===== src/rtl/seg_pkg.sv =====
// ----------------------------------------------------------------------------
// seg_pkg
// Shared definitions for the scanned seven-segment receiver.
//   - SEG_0..SEG_F : active-low segment patterns {g,f,e,d,c,b,a} per hex digit
//   - SEG_BLANK    : all segments off
//   - state_t      : digit-capture FSM states
//   - single_low() : true when exactly one digit enable is asserted (low)
//   - slot_of()    : index of the asserted (low) digit enable
// ----------------------------------------------------------------------------
package seg_pkg;

    localparam logic [6:0] SEG_0     = 7'h40;
    localparam logic [6:0] SEG_1     = 7'h79;
    localparam logic [6:0] SEG_2     = 7'h24;
    localparam logic [6:0] SEG_3     = 7'h30;
    localparam logic [6:0] SEG_4     = 7'h19;
    localparam logic [6:0] SEG_5     = 7'h12;
    localparam logic [6:0] SEG_6     = 7'h02;
    localparam logic [6:0] SEG_7     = 7'h78;
    localparam logic [6:0] SEG_8     = 7'h00;
    localparam logic [6:0] SEG_9     = 7'h10;
    localparam logic [6:0] SEG_A     = 7'h08;
    localparam logic [6:0] SEG_B     = 7'h03;
    localparam logic [6:0] SEG_C     = 7'h46;
    localparam logic [6:0] SEG_D     = 7'h21;
    localparam logic [6:0] SEG_E     = 7'h06;
    localparam logic [6:0] SEG_F     = 7'h0E;
    localparam logic [6:0] SEG_BLANK = 7'h7F;

    typedef enum logic [1:0] {
        HUNT,
        SETTLE,
        HOLD
    } state_t;

    function automatic logic single_low(input logic [3:0] an);
        return ($countones(~an) == 1);
    endfunction

    function automatic logic [1:0] slot_of(input logic [3:0] an);
        logic [1:0] s;
        s = '0;
        for (int unsigned i = 0; i < 4; i++) begin
            if (!an[i]) s = 2'(i);
        end
        return s;
    endfunction

endpackage


===== src/rtl/seg7_to_hex.sv =====
// ----------------------------------------------------------------------------
// seg7_to_hex
// Combinational decode of an active-low seven-segment pattern to a hex nibble.
//   pat [6:0] : segment pattern {g,f,e,d,c,b,a}, active-low
//   nib [3:0] : decoded hex value (0 when the pattern is not a hex glyph)
//   ok        : 1 when pat is one of the sixteen hex glyphs
// ----------------------------------------------------------------------------
module seg7_to_hex
    import seg_pkg::*;
(
    input  logic [6:0] pat,
    output logic [3:0] nib,
    output logic       ok
);

    always_comb begin
        nib = '0;
        ok  = 1'b1;
        case (pat)
            SEG_0:     nib = 4'h0;
            SEG_1:     nib = 4'h1;
            SEG_2:     nib = 4'h2;
            SEG_3:     nib = 4'h3;
            SEG_4:     nib = 4'h4;
            SEG_5:     nib = 4'h5;
            SEG_6:     nib = 4'h6;
            SEG_7:     nib = 4'h7;
            SEG_8:     nib = 4'h8;
            SEG_9:     nib = 4'h9;
            SEG_A:     nib = 4'hA;
            SEG_B:     nib = 4'hB;
            SEG_C:     nib = 4'hC;
            SEG_D:     nib = 4'hD;
            SEG_E:     nib = 4'hE;
            SEG_F:     nib = 4'hF;
            SEG_BLANK: ok  = 1'b0;
            default:   ok  = 1'b0;
        endcase
    end

endmodule


===== src/rtl/seg_scan_decoder.sv =====
// ----------------------------------------------------------------------------
// seg_scan_decoder
// Receiver for a 4-digit multiplexed seven-segment bus. Each digit slot must
// be seen unchanged for STABLE_CYC consecutive samples before it is captured;
// once all four slots have been captured the frame is published with a
// one-cycle frame_valid pulse.
//
// Parameters:
//   STABLE_CYC  : identical samples needed to accept a digit (2..255)
// Ports:
//   clk         : system clock, rising edge
//   rst_n       : asynchronous active-low reset
//   AN[3:0]     : digit enables, active-low, AN[i]=0 selects digit i
//   SEGMENT[7:0]: segments, active-low, {dp,g,f,e,d,c,b,a}
//   num[15:0]   : last complete frame, num[4i+3:4i] is digit i
//   dp[3:0]     : decimal point per digit of last frame (1 = lit)
//   frame_valid : one-cycle pulse when num/dp/seg_err update
//   seg_err     : last frame held at least one undecodable pattern
// Build option:
//   SEG_SYNC_EN : insert a two-flop synchronizer on AN/SEGMENT (+2 cycles)
// ----------------------------------------------------------------------------
module seg_scan_decoder
    import seg_pkg::*;
#(
    parameter int unsigned STABLE_CYC = 4
) (
    input  logic        clk,
    input  logic        rst_n,
    input  logic [3:0]  AN,
    input  logic [7:0]  SEGMENT,
    output logic [15:0] num,
    output logic [3:0]  dp,
    output logic        frame_valid,
    output logic        seg_err
);

    localparam logic [7:0] STAB = 8'(STABLE_CYC);

    logic [11:0] bus_in;

`ifdef SEG_SYNC_EN
    logic [11:0] sync1, sync2;

    always_ff @(posedge clk or negedge rst_n) begin
        if (!rst_n) begin
            sync1 <= '1;
            sync2 <= '1;
        end else begin
            sync1 <= {AN, SEGMENT};
            sync2 <= sync1;
        end
    end

    assign bus_in = sync2;
`else
    assign bus_in = {AN, SEGMENT};
`endif

    // Previous sample, used to detect any change on the bus.
    logic [11:0] samp;

    always_ff @(posedge clk or negedge rst_n) begin
        if (!rst_n) samp <= '1;
        else        samp <= bus_in;
    end

    logic sel_ok, same;
    assign sel_ok = single_low(bus_in[11:8]);
    assign same   = (bus_in == samp);

    // ---------------- FSM ----------------
    state_t     state_q, state_d;
    logic [7:0] cnt_q, cnt_d;
    logic       capture;

    always_ff @(posedge clk or negedge rst_n) begin
        if (!rst_n) begin
            state_q <= HUNT;
            cnt_q   <= '0;
        end else begin
            state_q <= state_d;
            cnt_q   <= cnt_d;
        end
    end

    // A change drops back to hunting, and the new sample is judged in the
    // same cycle so it already counts as the first of its run; this keeps the
    // capture latency at STABLE_CYC from the change regardless of what came
    // before it.
    always_comb begin
        state_d = state_q;
        cnt_d   = cnt_q;
        case (state_q)
            HUNT: begin
                if (sel_ok) begin
                    state_d = SETTLE;
                    cnt_d   = 8'd1;
                end
            end
            SETTLE, HOLD: begin
                if (!same) begin
                    state_d = sel_ok ? SETTLE : HUNT;
                    cnt_d   = sel_ok ? 8'd1 : 8'd0;
                end else if (state_q == SETTLE) begin
                    cnt_d = cnt_q + 8'd1;
                    if (cnt_d == STAB) state_d = HOLD;
                end
            end
            default: begin
                state_d = HUNT;
                cnt_d   = '0;
            end
        endcase
    end

    always_comb begin
        capture = (state_q == SETTLE) && same && ((cnt_q + 8'd1) == STAB);
    end

    // ---------------- digit decode ----------------
    logic [3:0] nib;
    logic       nib_ok;

    seg7_to_hex u_dec (
        .pat (bus_in[6:0]),
        .nib (nib),
        .ok  (nib_ok)
    );

    // ---------------- frame assembly ----------------
    logic [15:0] shadow_num, shadow_num_nxt;
    logic [3:0]  shadow_dp, shadow_dp_nxt;
    logic [3:0]  mask, mask_nxt;
    logic        err_acc, err_nxt;
    logic [1:0]  slot;

    assign slot = slot_of(bus_in[11:8]);

    always_comb begin
        shadow_num_nxt                    = shadow_num;
        shadow_num_nxt[{slot, 2'b00} +: 4] = nib;
        shadow_dp_nxt                     = shadow_dp;
        shadow_dp_nxt[slot]               = ~bus_in[7];
        mask_nxt                          = mask | ~bus_in[11:8];
        err_nxt                           = err_acc | ~nib_ok;
    end

    always_ff @(posedge clk or negedge rst_n) begin
        if (!rst_n) begin
            shadow_num  <= '0;
            shadow_dp   <= '0;
            mask        <= '0;
            err_acc     <= 1'b0;
            num         <= '0;
            dp          <= '0;
            seg_err     <= 1'b0;
            frame_valid <= 1'b0;
        end else begin
            frame_valid <= 1'b0;
            if (capture) begin
                if (mask_nxt == 4'b1111) begin
                    num         <= shadow_num_nxt;
                    dp          <= shadow_dp_nxt;
                    seg_err     <= err_nxt;
                    frame_valid <= 1'b1;
                    shadow_num  <= '0;
                    shadow_dp   <= '0;
                    mask        <= '0;
                    err_acc     <= 1'b0;
                end else begin
                    shadow_num  <= shadow_num_nxt;
                    shadow_dp   <= shadow_dp_nxt;
                    mask        <= mask_nxt;
                    err_acc     <= err_nxt;
                end
            end
        end
    end

endmodule


===== config.mk =====
export PLATFORM = sky130hd
export DESIGN_NAME = seg_scan_decoder
export DESIGN_NICKNAME = d
export VERILOG_FILES = /design/src/rtl/seg_pkg.sv /design/src/rtl/seg7_to_hex.sv /design/src/rtl/seg_scan_decoder.sv
export SDC_FILE = /design/constraint.sdc
export NUM_CORES = 1
export LEC_CHECK = 0
export ABC_AREA = 1
export CAP_MARGIN = 20
export CORE_UTILIZATION = 57
export CTS_CLUSTER_DIAMETER = 50
export CTS_CLUSTER_SIZE = 40
export DETAILED_ROUTE_END_ITERATION = 8
export HOLD_SLACK_MARGIN = 0.03
export PLACE_DENSITY = 0.86
export SYNTH_ARGS = -nofsm -noshare
export SYNTH_HDL_FRONTEND = slang
export SYNTH_SLANG_ARGS = --single-unit

===== constraint.sdc =====
create_clock -name clk -period 2.45 [get_ports clk]
set_input_delay 0.49 -clock clk [delete_from_list [all_inputs] [get_ports clk]]
set_output_delay 0.49 -clock clk [all_outputs]
set_load 0.1 [all_outputs]

==> reports/results.ini, run 1 <==
[sta]
period_minus_slack_ns = 2.38
min_period_over_period = 0.972
worst_slew_pin_slew_ns = 0.370
setup-violations-final = 0
max_freq_ghz = 0.420
hold_viol_final = 0
whs_ns = 0.142
relSlewSlack = 0.753
rsz0062_at_grt = no
finClkSkew_ns = 0.0116
setup-tns-final_ns = 0
final_max_slew_viol_count = 0

[drt]
num_vias = 3569
drt_iter0_markers = 295
drtPass1Iterations = 9
wl_mm = 8.90
drtAntennaViolNets = 0
avgViaCountPerCell = 5.29
wl_per_cell_um = 13.2
drc = 4

[synth]
synth_area_mm2 = 0.00382
synth_nets = 556
synth_top_area_frac = 0.374
ys.flop_type = dfrtp_1
ys_ff_latch = 69
syn_inst = 535
synth.most_common_cell = nand2_1
syn_area_per_cell_um2 = 7.14
yosys-top-cells-area = dfrtp_1 (37%), nand2_1 (25%), dfstp_2 (8.3%)
synth_cell_type_count = 29
synthTopCellsByCount = nand2_1 (251), dfrtp_1 (57), inv_1 (54), nor2_1 (54), o21ai_0 (23)
synth_edf_count = 0
synth_top_cell_by_area = dfrtp_1
synthArstFlopShare = 1.00
yosysSeqAreaShare = 0.456
yosys_warnings = 0

[cts]
cts.htree.levels = 3
tritoncts = yes
clk_transition_reported_paths_ns = 0.08
clock-sinks = 69
numCtsBuffers = 9
cts_hold_buffers = 0
insertion_delay_ns = 0.35
cts_root_buf = clkbuf_8
clockBufferDepth = 2

[run_status]
status = finished, violations left
failed_checks = DRC

[run]
drv_cap = 0

[finish]
nets = 614
areaGrowthSynthToFinish_pct = 18.9
fillers = 518
fin_area_mm2 = 0.00454
drive_gt1_frac = 0.152
n_antenna_cell = 0

[setup_path]
crit_path_start_kind = input pin
worst_setup_path_end_kind = flip-flop
path_class = in2reg
crit_arrival_ns = 2.67
crit_path_cell_trace = dlygate4sd2_1, fa_1, inv_1, ha_1, ha_1, or3b_4, nand2_4, nand2_1, o21ai_1, nand2_1, inv_1
required_ns = 2.74
critPathMaxStageDelay_ns = 0.54
cp_max_fo = 4
cp_slowest_cell = fa_1

[pwr]
leakage_nw = 2.56
vdd_drop_max_mv = 0.371
power_density_mw_per_mm2 = 584

[global_routing]
grt_pass1_wl_mm = 15.3
antenna_found_initial = 0
grt_pass1_vias = 3408
overflow = 0
grt_usage = 0.274
grt_max_degree = 70

[floorplanning]
placementRows = 29
die_area_mm2 = 0.00703
die_h_um = 83.8
core_mm2 = 0.00642
ioPinCount = 36
die_width_um = 83.8
start_util = 0.594

[worst_hold_path]
hp-class = in2async

[placed_design]
dp_hpwl_mm = 6.11
gp_congestion = 0.888
placed_area_mm2 = 0.00431
portBuffers = 35

[power breakdown]
group | switching, mW | internal, mW | leakage (nW)
logic | 0.284 | 0.151 | 1.55
clock network | 0.438 | 0.573 | 0.110
registers | 0.0321 | 1.17 | 0.903
total | 0.754 | 1.90 | 2.56
[cell type report]
class	instances	area [um^2]	area share
Clock buffer	10	128	0.0281
Tap cell	77	96.3	0.0212
Timing Repair Buffer	58	472	0.104
Inverter	60	226	0.0499
Multi-Input combinational cell	395	1790	0.394
Sequential cell	69	1740	0.384
Clock inverter	6	87.6	0.0193
[layout by cell type (no fill, tap or decap), types with 3 or more instances in the layout]
| cell | count |
|---|---|
| inv_1 | 54 |
| inv_2 | 4 |
| buf_4 | 44 |
| nor3_1 | 4 |
| o21ai_0 | 21 |
| dlygate4sd2_1 | 3 |
| nand2_1 | 250 |
| clkbuf_8 | 9 |
| nand3_1 | 15 |
| a21oi_1 | 4 |
| clkdlybuf4s50_1 | 9 |
| nand3_2 | 4 |
| dfstp_2 | 12 |
| nand4_1 | 9 |
| nor2_1 | 53 |
| dfrtp_1 | 57 |
| ha_1 | 6 |
| o21ai_1 | 4 |
| a31oi_1 | 9 |
| xnor2_1 | 4 |
| clkinv_2 | 3 |
[worst paths after layout]
check | from | endpoint | slack (ns) | cells past startpoint
worst min register to register | num[11]$_DFFE_PN0P_ | num[11]$_DFFE_PN0P_ | 0.48 | 2
worst max-delay path | AN[0] | state_q[1]$_DFFE_PN0P_ | 0.07 | 11
max in group asynchronous | rst_n | samp[1]$_DFF_PN1_ | 1.95 | 2
worst max register to register | cnt_q[0]$_DFFE_PN0P_ | num[12]$_DFFE_PN0P_ | 0.38 | 11
min in group clk | num[11]$_DFFE_PN0P_ | num[11]$_DFFE_PN0P_ | 0.48 | 2
worst min-delay path | rst_n | cnt_q[7]$_DFFE_PN0P_ | 0.14 | 2
[critical path, delay by kind of cell]
family	cells	cell delay, ns
adder cells (fa/ha/maj)	3	0.98
AND/OR/NAND/NOR	4	0.67
buffers and inverters	3	0.39
AO/OA/AOI/OAI	1	0.14
[routing by layer]
layer,GRT usage,part of all wire,routed length (um)
met1,0.357,0.44,3900
met2,0.445,0.49,4350
met3,0.0673,0.053,469
met4,0.0987,0.020,182
met5,0,0,0
[per-stage QoR]
step           std cells  worst slack, ns   util  power [mW]
4_1_cts              675           0.0752  0.707        2.66
5_1_grt              675           0.0186  0.707        2.76
6_report             675           0.0690  0.707        2.65
2_1_floorplan        535           0.0284      -        1.50
3_3_place_gp         659           -0.428  0.671        1.60
3_5_place_dp         659           -0.528  0.671        1.63
[cells by family after synthesis]
group           share of synthesized area
simple gates                        0.370
buf+inv                            0.0826
flops                               0.456
compound gates                     0.0528
fa+ha+maj                          0.0249
xor+xnor                           0.0138
[registers in the layout, indices dropped and copies added, names as in the netlist]
register     count
samp            12
frame_valid      1
seg_err          1
mask             4
shadow_num      16
err_acc          1
state_q          2
cnt_q            8
num             16
shadow_dp        4
dp               4
[timing repair]
| action | 4_1_cts | 5_1_grt |
|---|---|---|
| pin swaps | 1 | 1 |
| gates resized for setup | 7 | 1 |
| endpoints found under the setup margin | 10 | 2 |
| setup buffers | 0 | 0 |
| cloned | 0 | 0 |
Power figures use the tool's default switching activity.
==> run 2, diff against run 1 <==
--- a/config.mk
+++ b/config.mk
@@ -7,6 +7,7 @@
 export LEC_CHECK = 0
 export ABC_AREA = 1
 export CAP_MARGIN = 20
+export CORE_ASPECT_RATIO = 1.75
 export CORE_UTILIZATION = 57
 export CTS_CLUSTER_DIAMETER = 50
 export CTS_CLUSTER_SIZE = 40
==> reports/results.ini, run 2 (same netlist as run 1, synthesis figures left out) <==
[floorplanning]
start_util = 0.588  ; -0.00619
core_mm2 = 0.00649  ; +1.1%
die_width_um = 63.9  ; -24%
die_h_um = 110  ; +32%
placementRows = 39  ; +34%
die_area_mm2 = 0.00704  ; +0.18%
ioPinCount = 36  ; unchanged

[setup_path]
cp_max_fo = 2  ; -2
regToRegStartpoint = cnt_q[0]$_DFFE_PN0P_
critPathMaxStageDelay_ns = 0.53  ; about the same
worstRegToRegCells = 11  ; unchanged
required_ns = 2.73  ; about the same
r2r_end = dp[0]$_DFFE_PN0P_
cp_slowest_cell = fa_1
path_class = in2reg
crit_path_start_kind = input pin
crit_buf_inv = 2  ; -1
cpMostUsedCell = nand2_1
crit_path_cell_trace = dlygate4sd2_1, fa_1, inv_1, ha_1, ha_1, or3b_4, nor2_2, nand2_1, a21oi_1, nand2_1, nand2_1
crit_arrival_ns = 2.62  ; -0.05 ns
crit_family = adder cells
reg2reg_slack_ns = 0.48  ; +0.10 ns
worst_setup_path_end_kind = flip-flop

[pwr]
leakage_nw = 2.60  ; +1.5%
vdd_drop_max_mv = 0.596  ; +60%
fin_total_pwr_mw = 2.91  ; +9.9%
power_density_mw_per_mm2 = 631  ; +7.9%

[global_routing]
grt_pass1_vias = 3455  ; +1.4%
antenna_found_initial = 0  ; unchanged
grt_pass1_wl_mm = 15.1  ; -1.4%
grt_max_degree = 27  ; -61%
overflow = 0  ; unchanged
grt_usage = 0.284  ; +0.0103

[placed_design]
dp_slack_ns = -0.485  ; +0.0427 ns
gp_congestion = 0.913  ; +2.8%
portBuffers = 35  ; unchanged
dp_hpwl_mm = 6.63  ; +8.5%

[run_status]
status = finished, final reports clean

[cts]
cts_root_buf = clkbuf_16
tritoncts = yes
insertion_delay_ns = 0.33  ; -0.02 ns
clk_transition_reported_paths_ns = 0.05  ; -0.03 ns
numCtsBuffers = 9  ; unchanged
cts_hold_buffers = 0  ; unchanged
clock-sinks = 69  ; unchanged
postCtsSetupBuffers = 0  ; unchanged
clockBufferDepth = 2  ; unchanged
cts.htree.levels = 3  ; unchanged

[drt]
wl_per_cell_um = 13.2  ; +0.36%
drtPass1Iterations = 5  ; -4
avgViaCountPerCell = 5.24  ; -0.84%
wl_mm = 9.04  ; +1.6%
drt_iter0_markers = 149  ; -49%
drtAntennaViolNets = 0  ; unchanged
drc = 0  ; -4
num_vias = 3581  ; +0.34%

[finish]
top_regs = num x16, shadow_num x16, samp x12
drive_gt1_frac = 0.155  ; +0.00257
fin_util = 0.712  ; +0.00575
fillers = 515  ; -0.58%
n_antenna_cell = 0  ; unchanged
areaGrowthSynthToFinish_pct = 21.1
mostFrequentLayoutCell = nand2_1
nets = 617  ; +0.49%
layout_common_cells = nand2_1 (250), dfrtp_1 (57), inv_1 (54), nor2_1 (53), buf_4 (47)

[sta]
finClkSkew_ns = 0.00319  ; -0.00838 ns
relSlewSlack = 0.588  ; -0.165
setup-violations-final = 0  ; unchanged
fin_ws_ns = 0.106  ; +0.0367 ns
max_freq_ghz = 0.427  ; +1.6%
rsz0062_at_grt = no
min_period_over_period = 0.957  ; -0.0150
final_max_slew_viol_count = 0  ; unchanged
period_minus_slack_ns = 2.34  ; -0.0367 ns
setup-tns-final_ns = 0  ; unchanged
hold_viol_final = 0  ; unchanged
worst_slew_pin_slew_ns = 0.617  ; +0.247 ns

[run]
drv_cap = 0  ; unchanged

[worst_hold_path]
hp-class = in2async

run 2: cell types whose count changed in the layout (fill, tap and decap cells not counted), moves of 2 or more:
cell / delta
clkinv_4: -2
clkbuf_8: -8
clkbuf_16: +9
buf_4: +3
run 2: per-layer routing:
layer / vias to the layer above / track usage / part of all wire
met5: - / 0 / 0
met4: 0 / 0.203 / 0.046
met3: 41 / 0.0422 / 0.035
met2: 107 / 0.524 / 0.54
met1: 1664 / 0.288 / 0.37
li1: 1769 / - / -
run 2: how the worst max path moves through the flow:
stage | end | cells after the start | startpoint
global route | cnt_q[7]$_DFFE_PN0P_ | 10 | AN[0]
finish | state_q[0]$_DFFE_PN0P_ | 11 | AN[0]
detailed placement | cnt_q[5]$_DFFE_PN0P_ | 10 | AN[0]
global placement | state_q[0]$_DFFE_PN0P_ | 11 | AN[0]
floorplan | cnt_q[2]$_DFFE_PN0P_ | 10 | AN[0]
CTS | state_q[0]$_DFFE_PN0P_ | 11 | AN[0]
run 2: stage by stage:
stage | instances | hold slack, ns | cell area, um^2
after floorplan | 535 | 0.194 | 3830
after global placement | 666 | 0.457 | 4320
after detailed placement | 666 | 0.460 | 4320
after CTS | 683 | 0.183 | 4620
after global routing | 683 | 0.207 | 4620
final | 683 | 0.171 | 4620
run 2: layout make-up:
| cell class | count | area, um^2 | area share |
|---|---|---|---|
| clock buffers | 12 | 246 | 0.0533 |
| clock inverters | 4 | 47.5 | 0.0103 |
| inverters | 60 | 226 | 0.0490 |
| multi-input cells | 396 | 1780 | 0.386 |
| flip-flops and latches | 69 | 1740 | 0.377 |
| well taps | 82 | 103 | 0.0222 |
| repair buffers | 60 | 474 | 0.103 |
run 2: power by group:
group          internal, mW  total [mW]  switching, mW  leakage [nW]
Clock                 0.812        1.28          0.471         0.143
Combinational         0.143       0.426          0.282          1.55
Sequential             1.18        1.21         0.0292         0.903
run 2: what timing repair did:
item | 4_1_cts | 5_1_grt
endpoints found under the setup margin | 10 | 1
cloned | 1 | 0
pin swaps | 3 | 0
resized for setup | 7 | 1
==> run 3, diff against run 2 <==
==> constraint.sdc (replaced) <==
create_clock -name clk -period 2.3 [get_ports clk]
set_input_delay 0.46 -clock clk [delete_from_list [all_inputs] [get_ports clk]]
set_output_delay 0.46 -clock clk [all_outputs]
set_load 0.1 [all_outputs]
==> reports/results.ini, run 3 (same netlist as run 1, synthesis figures left out) <==
[floorplanning]
placementRows = 39  ; unchanged
die_h_um = 110  ; unchanged
core_mm2 = 0.00649  ; unchanged
start_util = 0.588  ; unchanged
ioPinCount = 36  ; unchanged
die_width_um = 63.9  ; unchanged
die_area_mm2 = 0.00704  ; unchanged

[drt]
drc = 0  ; unchanged
drtAntennaViolNets = 0  ; unchanged
wl_per_cell_um = 13.4  ; +1.4%
avgViaCountPerCell = 5.22  ; -0.37%
drtPass1Iterations = 5  ; unchanged
num_vias = 3620  ; +1.1%
drt_iter0_markers = 238  ; +60%
wl_mm = 9.30  ; +2.9%

[sta]
whs_ns = 0.133  ; -0.0380 ns
fin_ws_ns = 0.0801  ; -0.0256 ns
period_minus_slack_ns = 2.22
setup-violations-final = 0  ; unchanged
worst_slew_pin_slew_ns = 0.576  ; -0.0415 ns
max_freq_ghz = 0.450
relSlewSlack = 0.612  ; +0.0236
finClkSkew_ns = 0.00847  ; +0.00528 ns
hold_viol_final = 0  ; unchanged
final_max_slew_viol_count = 0  ; unchanged
min_period_over_period = 0.965

[cts]
clk_transition_reported_paths_ns = 0.05  ; about the same
clockBufferDepth = 2  ; unchanged
tritoncts = yes
clock-sinks = 69  ; unchanged
cts_root_buf = clkbuf_16
insertion_delay_ns = 0.34  ; about the same
cts_hold_buffers = 0  ; unchanged
cts.htree.levels = 3  ; unchanged
numCtsBuffers = 9  ; unchanged

[pwr]
power.switching_mw = 0.875  ; +12%
p_seq_frac = 0.404  ; -0.010
sw_frac_of_total = 0.275  ; +0.00681
power_frac_comb = 0.169  ; +0.023
power_density_mw_per_mm2 = 669  ; +6.1%
vdd_drop_max_mv = 0.582  ; -2.3%
p_int_mw = 2.30  ; +8.0%
leakage_nw = 2.65  ; +2.1%
clock_power_share = 0.427  ; -0.013

[setup_path]
cp_max_fo = 2  ; unchanged
path_class = in2reg
crit_path_start_kind = input pin
worst_setup_path_end_kind = flip-flop
required_ns = 2.58  ; -0.15 ns
crit_arrival_ns = 2.50  ; -0.12 ns
reg2reg_slack_ns = 0.34  ; -0.14 ns

[finish]
nets = 627  ; +1.6%
fillers = 482  ; -6.4%
top_regs = num x16, shadow_num x16, samp x12
mostFrequentLayoutCell = nand2_1
drive_gt1_frac = 0.185  ; +0.0302
layout_common_cells = nand2_1 (248), dfrtp_1 (57), buf_4 (56), inv_1 (54), nor2_1 (50)
final-seq-area_mm2 = 0.00174  ; unchanged
fin_area_mm2 = 0.00475  ; +2.8%
areaGrowthSynthToFinish_pct = 24.5
multi_input_area_mm2 = 0.00184  ; +2.9%
n_antenna_cell = 0  ; unchanged

[placed_design]
placed_area_mm2 = 0.00441  ; +2.0%
dp_slack_ns = -0.557  ; -0.0715 ns
portBuffers = 35  ; unchanged
gp_congestion = 0.875  ; -4.1%
dp_hpwl_mm = 6.51  ; -1.9%

[global_routing]
grt_pass1_vias = 3557  ; +3.0%
grt_max_degree = 70  ; +160%
grt_usage = 0.286  ; +0.00168
grt_pass1_wl_mm = 15.2  ; +0.74%
overflow = 0  ; unchanged
antenna_found_initial = 0  ; unchanged

[run_status]
status = finished, final reports clean

[run]
drv_cap = 0  ; unchanged

[worst_hold_path]
hp-class = in2async

[run 3: cell types whose count changed in the layout (fill, tap and decap cells not counted), sizes merged]
cell         change
buf             +10
clkbuf           +3
dlygate4sd2      -3
[run 3: layout make-up]
| cell class | count | share of cell area |
|---|---|---|
| clock buffers | 12 | 0.0519 |
| clock inverters | 4 | 0.0100 |
| inverters | 60 | 0.0477 |
| multi-input cells | 396 | 0.386 |
| flip-flops and latches | 69 | 0.367 |
| well taps | 82 | 0.0216 |
| repair buffers | 70 | 0.116 |
[run 3: final timing paths]
check | start | endpoint | cells past startpoint
min in group clk | AN[0] | samp[8]$_DFF_PN1_ | 2
hold / removal | rst_n | shadow_num[8]$_DFFE_PN0P_ | 2
setup reg to reg | cnt_q[0]$_DFFE_PN0P_ | dp[1]$_DFFE_PN0P_ | 11
setup / recovery | AN[3] | state_q[0]$_DFFE_PN0P_ | 11
hold reg to reg | num[11]$_DFFE_PN0P_ | num[11]$_DFFE_PN0P_ | 2
max in group asynchronous | rst_n | samp[8]$_DFF_PN1_ | 2
[run 3: power groups by stage]
| stage | Clock [mW] | Combinational (mW) | Sequential (mW) |
|---|---|---|---|
| after floorplan | 0 | 0.304 | 1.30 |
| after global placement | 0 | 0.423 | 1.30 |
| after detailed placement | 0 | 0.443 | 1.30 |
| after CTS | 1.37 | 0.471 | 1.28 |
| after global routing | 1.43 | 0.605 | 1.29 |
| final | 1.36 | 0.536 | 1.28 |
[run 3: through the flow]
step           power [mW]  TNS, ns  utilization  cells
5_1_grt              3.32  -0.0372        0.732    693
2_1_floorplan        1.60   -0.320            -    535
3_5_place_dp         1.75    -6.88        0.679    675
4_1_cts              3.13        0        0.726    691
3_3_place_gp         1.72    -5.04        0.679    675
6_report             3.18        0        0.732    693
[run 3: routing by layer]
layer	vias up	GRT usage	wire length [um]
met5	-	0	0
met4	0	0.206	395
met3	37	0.0535	309
met2	100	0.514	5100
met1	1693	0.294	3490
li1	1790	-	-
[run 3: worst max-delay path: stages]
cell      delay (ns)
clkbuf_2        0.11
fa_1            0.53
inv_1           0.04
ha_2            0.15
ha_1            0.28
or3b_4          0.45
nor2_4          0.15
nand2_2         0.08
a21oi_2         0.14
nand2_1         0.06
nand2_1         0.05
[run 3: what timing repair did]
action / in CTS / in global routing
setup endpoints to repair: 10 / 11
gates resized for setup: 7 / 14
pin swaps: 1 / 8
buffers inserted: 0 / 1
cloned: 0 / 1
